<file path="config.mk">
export PLATFORM = sky130hd
export DESIGN_NAME = oven_countdown
export DESIGN_NICKNAME = d
export VERILOG_FILES = /design/src/rtl/oven_countdown.sv
export SDC_FILE = /design/constraint.sdc
export NUM_CORES = 1
export LEC_CHECK = 0
export BUFFER_PORTS_ARGS = -buffer_cell sky130_fd_sc_hd__buf_4
export CAP_MARGIN = 20
export CORE_MARGIN = 5
export CORE_UTILIZATION = 47
export CTS_CLUSTER_DIAMETER = 50
export CTS_CLUSTER_SIZE = 12
export DETAILED_ROUTE_END_ITERATION = 10
export PLACE_DENSITY = 0.67
export SYNTH_ARGS = -nofsm -noshare
export SYNTH_HDL_FRONTEND = slang
export SYNTH_SLANG_ARGS = --single-unit
</file>
<file path="constraint.sdc">
create_clock -name clk -period 3.8 [get_ports clk]
set_input_delay 0 -clock clk [delete_from_list [all_inputs] [get_ports clk]]
set_output_delay 0 -clock clk [all_outputs]
set_load 0.02 [all_outputs]
</file>
<file path="src/rtl/oven_countdown.sv">
// oven_countdown
// Consumer end of the oven front-panel entry path. Takes a 4-digit BCD cook
// time (MM:SS) from the panel entry block and counts it down once per
// TICK_DIV clock cycles. It drives the heater enable, the finished flag,
// the buzzer, and the four remaining-time digits for the 7-segment decoders.
//
// Ports:
//   clk        system clock
//   onOff      asynchronous active-low reset, doubles as the oven power switch
//   btn[1:0]   active-low buttons, asynchronous to clk: [0] start/pause, [1] cancel
//   load_valid time_in is valid this cycle
//   load_ready block accepts a load this cycle (IDLE or DONE)
//   time_in    BCD digits {tens of min, min, tens of sec, sec}
//   hex0..hex3 remaining time: seconds units, seconds tens, minutes units, minutes tens
//   heat_on    heater enable
//   done       countdown finished
//   alarm      buzzer drive, held for ALARM_SECS seconds after reaching 00:00
module oven_countdown #(
  parameter int TICK_DIV   = 50000000,
  parameter int ALARM_SECS = 3
) (
  input  logic        clk,
  input  logic        onOff,
  input  logic [1:0]  btn,
  input  logic        load_valid,
  output logic        load_ready,
  input  logic [15:0] time_in,
  output logic [3:0]  hex0,
  output logic [3:0]  hex1,
  output logic [3:0]  hex2,
  output logic [3:0]  hex3,
  output logic        heat_on,
  output logic        done,
  output logic        alarm
);

  localparam int PW = $clog2(TICK_DIV);
  localparam int AW = $clog2(ALARM_SECS + 1);
  localparam logic [PW-1:0] PRESC_LAST = PW'(TICK_DIV - 1);
  localparam logic [AW-1:0] ALARM_LAST = AW'(ALARM_SECS - 1);

  typedef enum logic [2:0] {
    IDLE,
    ARMED,
    RUNNING,
    PAUSED,
    DONE
  } state_t;

  state_t        state_q, state_d;
  logic [PW-1:0] presc_q, presc_d;
  logic [AW-1:0] alarmCnt_q, alarmCnt_d;
  logic [15:0]   digits_q, digits_d;
  logic          heat_q, heat_d;
  logic          done_q, done_d;
  logic          alarm_q, alarm_d;
  logic          ready_q, ready_d;

  logic [1:0]    btnMeta_q, btnSync_q, btnPrev_q;
  logic          startP, cancelP, tick;
  logic [15:0]   decDigits, loadDigits;

  // Clamp each digit to 9, then the tens-of-seconds digit to 5.
  function automatic logic [15:0] sanitize(input logic [15:0] t);
    logic [3:0] d0, d1, d2, d3;
    d0 = (t[3:0]   > 4'd9) ? 4'd9 : t[3:0];
    d1 = (t[7:4]   > 4'd9) ? 4'd9 : t[7:4];
    d2 = (t[11:8]  > 4'd9) ? 4'd9 : t[11:8];
    d3 = (t[15:12] > 4'd9) ? 4'd9 : t[15:12];
    if (d1 > 4'd5) d1 = 4'd5;
    return {d3, d2, d1, d0};
  endfunction

  // MM:SS decrement with borrow; seconds tens wraps to 5, the rest to 9.
  // Never called with 00:00, because RUNNING is only entered with a nonzero time.
  function automatic logic [15:0] bcdDec(input logic [15:0] t);
    logic [3:0] d0, d1, d2, d3;
    {d3, d2, d1, d0} = t;
    if (d0 != 4'd0) begin
      d0 = d0 - 4'd1;
    end else begin
      d0 = 4'd9;
      if (d1 != 4'd0) begin
        d1 = d1 - 4'd1;
      end else begin
        d1 = 4'd5;
        if (d2 != 4'd0) begin
          d2 = d2 - 4'd1;
        end else begin
          d2 = 4'd9;
          d3 = d3 - 4'd1;
        end
      end
    end
    return {d3, d2, d1, d0};
  endfunction

  // A press is a falling edge of the synchronised level. The synchronisers
  // reset to 0, so a released (high) button after reset never looks like a press.
  assign startP     = btnPrev_q[0] & ~btnSync_q[0];
  assign cancelP    = btnPrev_q[1] & ~btnSync_q[1];
  assign tick       = (presc_q == PRESC_LAST);
  assign decDigits  = bcdDec(digits_q);
  assign loadDigits = sanitize(time_in);

  always_ff @(posedge clk or negedge onOff) begin
    if (!onOff) begin
      btnMeta_q <= 2'b00;
      btnSync_q <= 2'b00;
      btnPrev_q <= 2'b00;
    end else begin
      btnMeta_q <= btn;
      btnSync_q <= btnMeta_q;
      btnPrev_q <= btnSync_q;
    end
  end

  // Cancel is checked first, so it wins over start and load in the same cycle.
  // Inside RUNNING, a pause press wins over a tick: the prescaler then holds at
  // its last value and ticks on the first cycle after resume.
  always_comb begin
    state_d    = state_q;
    presc_d    = presc_q;
    alarmCnt_d = alarmCnt_q;
    digits_d   = digits_q;
    heat_d     = heat_q;
    done_d     = done_q;
    alarm_d    = alarm_q;

    if (cancelP) begin
      state_d    = IDLE;
      presc_d    = '0;
      alarmCnt_d = '0;
      digits_d   = 16'h0000;
      heat_d     = 1'b0;
      done_d     = 1'b0;
      alarm_d    = 1'b0;
    end else begin
      case (state_q)
        IDLE: begin
          if (load_valid) begin
            state_d  = ARMED;
            digits_d = loadDigits;
            done_d   = 1'b0;
            alarm_d  = 1'b0;
          end
        end
        ARMED: begin
          if (startP && (digits_q != 16'h0000)) begin
            state_d = RUNNING;
            presc_d = '0;
            heat_d  = 1'b1;
          end
        end
        RUNNING: begin
          if (startP) begin
            state_d = PAUSED;
            heat_d  = 1'b0;
          end else if (tick) begin
            presc_d  = '0;
            digits_d = decDigits;
            if (decDigits == 16'h0000) begin
              state_d    = DONE;
              heat_d     = 1'b0;
              done_d     = 1'b1;
              alarm_d    = 1'b1;
              alarmCnt_d = '0;
            end
          end else begin
            presc_d = presc_q + PW'(1);
          end
        end
        PAUSED: begin
          if (startP) begin
            state_d = RUNNING;
            heat_d  = 1'b1;
          end
        end
        DONE: begin
          presc_d = tick ? '0 : presc_q + PW'(1);
          if (tick && alarm_q) begin
            if (alarmCnt_q == ALARM_LAST) begin
              alarm_d = 1'b0;
            end else begin
              alarmCnt_d = alarmCnt_q + AW'(1);
            end
          end
          if (load_valid) begin
            state_d  = ARMED;
            digits_d = loadDigits;
            done_d   = 1'b0;
            alarm_d  = 1'b0;
          end
        end
        default: begin
          state_d = IDLE;
        end
      endcase
    end

    ready_d = (state_d == IDLE) || (state_d == DONE);
  end

  always_ff @(posedge clk or negedge onOff) begin
    if (!onOff) begin
      state_q    <= IDLE;
      presc_q    <= '0;
      alarmCnt_q <= '0;
      digits_q   <= 16'h0000;
      heat_q     <= 1'b0;
      done_q     <= 1'b0;
      alarm_q    <= 1'b0;
      ready_q    <= 1'b1;
    end else begin
      state_q    <= state_d;
      presc_q    <= presc_d;
      alarmCnt_q <= alarmCnt_d;
      digits_q   <= digits_d;
      heat_q     <= heat_d;
      done_q     <= done_d;
      alarm_q    <= alarm_d;
      ready_q    <= ready_d;
    end
  end

  assign {hex3, hex2, hex1, hex0} = digits_q;
  assign heat_on    = heat_q;
  assign done       = done_q;
  assign alarm      = alarm_q;
  assign load_ready = ready_q;

endmodule

</file>
==> results.tsv <==
stage	metric	value	unit
status	status	finished, final reports clean	
layout	n_diodes	0	
setup_path	CP arrival	3.03	ns
logic_synthesis	Syn Nets	435	
logic_synthesis	number of synthesized flops with an enable pin	0	
sta	Final min period	2.80	ns
die	die height	95.6	µm
clock_tree	H-tree levels	3	
setup_path	Crit path largest cell delay	0.60	ns
clock_tree	CTS root buf	clkbuf_8	
die	row count	31	
grt	Tot GR Track Use	0.216	
setup_path	CP startpoint kind	flip-flop	
detailed_routing	Routed WL	9210	µm
die	Chip Width	95.6	µm
grt	initial antenna violation count	0	
clock_tree	TritonCTS Sinks	57	
setup_path	Crit Path Class	reg -> reg	
clock_tree	worst skew pair latency	0.35	ns
detailed_routing	antenna viol nets, final	0	
detailed_routing	drc violations	0	
sta	count of pins over their slew limit	0	
logic_synthesis	yosys warns	0	
layout	fin nets	484	
sta	FMAX	358	MHz
setup_path	maximum net fanout on the critical path	18	
detailed_routing	met1 wire length	4290	µm
placement	IO Port Bufs	40	
setup_path	worst path required time	4.04	ns
sta	final setup margin	1.00	ns
setup_path	crit path cell chain	ha_1 > nand3_2 > or2_4 > or4_4 > a21o_1 > nand2b_1 > o311ai_0	
layout	Multi-input gate area	1870	µm²
detailed_routing	First-pass DRT Iterations	5	
clock_tree	CTS tree	yes	
layout	area delta synth->final	19.9	%
sta	Final Hold Vio Count	0	
detailed_routing	drt wl/cell	16.4	µm
sta	Setup TNS	0	ns
detailed_routing	DR top layer	met4	
detailed_routing	vias per std cell	5.84	
layout	Filler Cells Inserted	656	
clock_tree	CTS max path bufs	2	
min_path	worst min path class	in -> reg	
logic_synthesis	Syn Inst Count	410	
placement	Post-Place Setup Slack	1.06	ns
sta	Period Utilization, post-route	0.736	
clock_tree	Post-CTS Setup Bufs	0	
grt	vias in the first global route	3127	
die	Core ar.	7210	µm²
placement	HPWL after DPL	6340	µm
grt	GRT Residual Overflow	0	
logic_synthesis	Post-synth ARST share	1.00	
detailed_routing	Vias	3288	
setup_path	Crit-path slowest cell	or4_4	
sta	Worst Max-Slew Pin Slew	0.881	ns
detailed_routing	drt initial violations	192	
sta	slew margin rel.	0.407	
clock_tree	CTS resizes	0	
die	Ports	41	
logic_synthesis	Mean Syn Cell Area	8.41	µm²
grt	first-pass GRT wire length	15400	µm
detailed_routing	routed wl met2	4150	µm
die	Die Area	9150	µm²
sta	final setup fails	0	
clock_tree	Worst-path clk slew	0.07	ns
logic_synthesis	number of library cell types mapped by synthesis	60	
logic_synthesis	synthesized cell area	3450	µm²
pwr	power per cell area	646	nW/µm²
die	starting density of the core	0.478	
pwr	Lkg Pwr	1.75	nW
logic_synthesis	post-synthesis sequential area ratio	0.414	
logic_synthesis	predominant post-synthesis flop cell	dfrtp_1	
clock_tree	Hold Buf Count CTS	10	
layout	proportion of layout cells with a drive suffix above 1	0.175	
grt	pin count of the biggest net entering global routing	58	
pwr	Peak VDD IR	0.000272	V
placement	Final GP Congestion	0.913	
logic_synthesis	number of synthesized register bits	57	
flow_run	max-capacitance violation count	0	
detailed_routing	met3 routed WL	599	µm
clock_tree	cts bufs inserted	9	
sta	RSZ-0062 raised after global routing	no	
setup_path	crit path capture type	flip-flop	
sta	Setup Skew	0.0119	ns
layout	sequential standard cell area	1430	µm²
## state kept, by name, summed over array words and instances (netlist names)
signal and flops:
done 1, btnPrev_q 2, btnSync_q 2, presc_q 26
alarm 1, btnMeta_q 2, state_q 3, alarmCnt_q 2
load_ready 1, digits_q 16, heat_on 1
## cell usage in the layout (no fill, tap or decap), types with 10 or more instances in the layout
| cell | Yosys | final |
|---|---|---|
| a21oi_1 | 22 | 22 |
| dlygate4sd3_1 | 0 | 10 |
| buf_4 | 0 | 47 |
| nand2_1 | 41 | 41 |
| o21ai_0 | 48 | 48 |
| clkbuf_8 | 0 | 11 |
| o31ai_1 | 14 | 14 |
| dfrtp_1 | 56 | 56 |
| nor2_1 | 39 | 39 |
| nor3_1 | 18 | 18 |
| nand3_1 | 16 | 16 |
| nand4_1 | 11 | 11 |
| inv_1 | 16 | 16 |
## Yosys cell counts (5+ instances only)
library cell	count	share of area
nor4_1	8	0.015
dfrtp_1	56	0.41
nor3_1	18	0.026
nand3_1	16	0.023
nand2_1	41	0.045
and3_1	5	0.0091
a21oi_1	22	0.032
nand4_1	11	0.020
nand2b_1	8	0.015
inv_1	16	0.017
clkbuf_1	12	0.013
nor2_1	39	0.042
o21ai_0	48	0.070
a21o_1	5	0.011
nor2b_1	5	0.0091
o31ai_1	14	0.030
## worst max-delay path: cells and delay by family (launching register included)
kind | cells | cell delay, ns
adder cells (fa/ha/maj) | 1 | 0.24
AND/OR/NAND/NOR | 4 | 1.30
flip-flops | 1 | 0.42
AO/OA/AOI/OAI | 2 | 0.73
## layout make-up
| type | count | share of cell area |
|---|---|---|
| Clock buffer | 13 | 0.0385 |
| Multi-Input combinational cell | 318 | 0.452 |
| Sequential cell | 57 | 0.346 |
| Tap cell | 99 | 0.0300 |
| Inverter | 16 | 0.0145 |
| Clock inverter | 3 | 0.00969 |
| Timing Repair Buffer | 57 | 0.110 |
## metal layers
metal,GRT usage,vias up
met4,0.0972,0
met2,0.320,122
met1,0.307,1539
li1,-,1609
met3,0.0379,18
met5,0,-
## per-stage QoR
| step | total power [mW] | instances | hold WS [ns] | utilization | instance area (µm²) |
|---|---|---|---|---|---|
| floorplan | 1.67 | 410 | -0.296 | - | 3450 |
| global placement | 2.05 | 537 | 0.105 | 0.531 | 3830 |
| detailed placement | 2.07 | 537 | 0.107 | 0.531 | 3830 |
| CTS | 2.66 | 563 | 0.00282 | 0.573 | 4130 |
| global route | 2.85 | 563 | 0.00886 | 0.573 | 4130 |
| finish | 2.67 | 563 | 0.00166 | 0.573 | 4130 |
## kinds of logic after synthesis
logic type | Yosys count | synth area share
buffers and inverters | 35 | 0.0439
XOR/XNOR | 3 | 0.00762
flip-flops | 57 | 0.414
multiplexers | 5 | 0.0149
AO/OA/AOI/OAI | 124 | 0.227
AND/OR/NAND/NOR | 182 | 0.278
adder cells (fa/ha/maj) | 4 | 0.0145
## power by group
group | switching (mW) | total [mW] | internal [mW]
registers | 0.175 | 0.892 | 0.717
logic | 0.726 | 1.19 | 0.463
clock network | 0.249 | 0.586 | 0.337
## final timing paths
| path | start | end | slack, ns | cells after the start |
|---|---|---|---|---|
| worst min register to register | btnMeta_q[0]$_DFF_PN0_ | btnSync_q[0]$_DFF_PN0_ | 0.35 | 0 |
| min in group asynchronous | onOff | digits_q[1]$_DFFE_PN0P_ | 0.24 | 2 |
| max in group asynchronous | onOff | presc_q[6]$_DFFE_PN0P_ | 3.02 | 2 |
| worst min-delay path | time_in[0] | digits_q[0]$_DFFE_PN0P_ | 0.002 | 3 |
| worst max-delay path | presc_q[0]$_DFFE_PN0P_ | digits_q[5]$_DFFE_PN0P_ | 1.00 | 7 |
| worst max register to register | presc_q[0]$_DFFE_PN0P_ | digits_q[5]$_DFFE_PN0P_ | 1.00 | 7 |
Note: power is estimated with default switching activity, not from simulation.
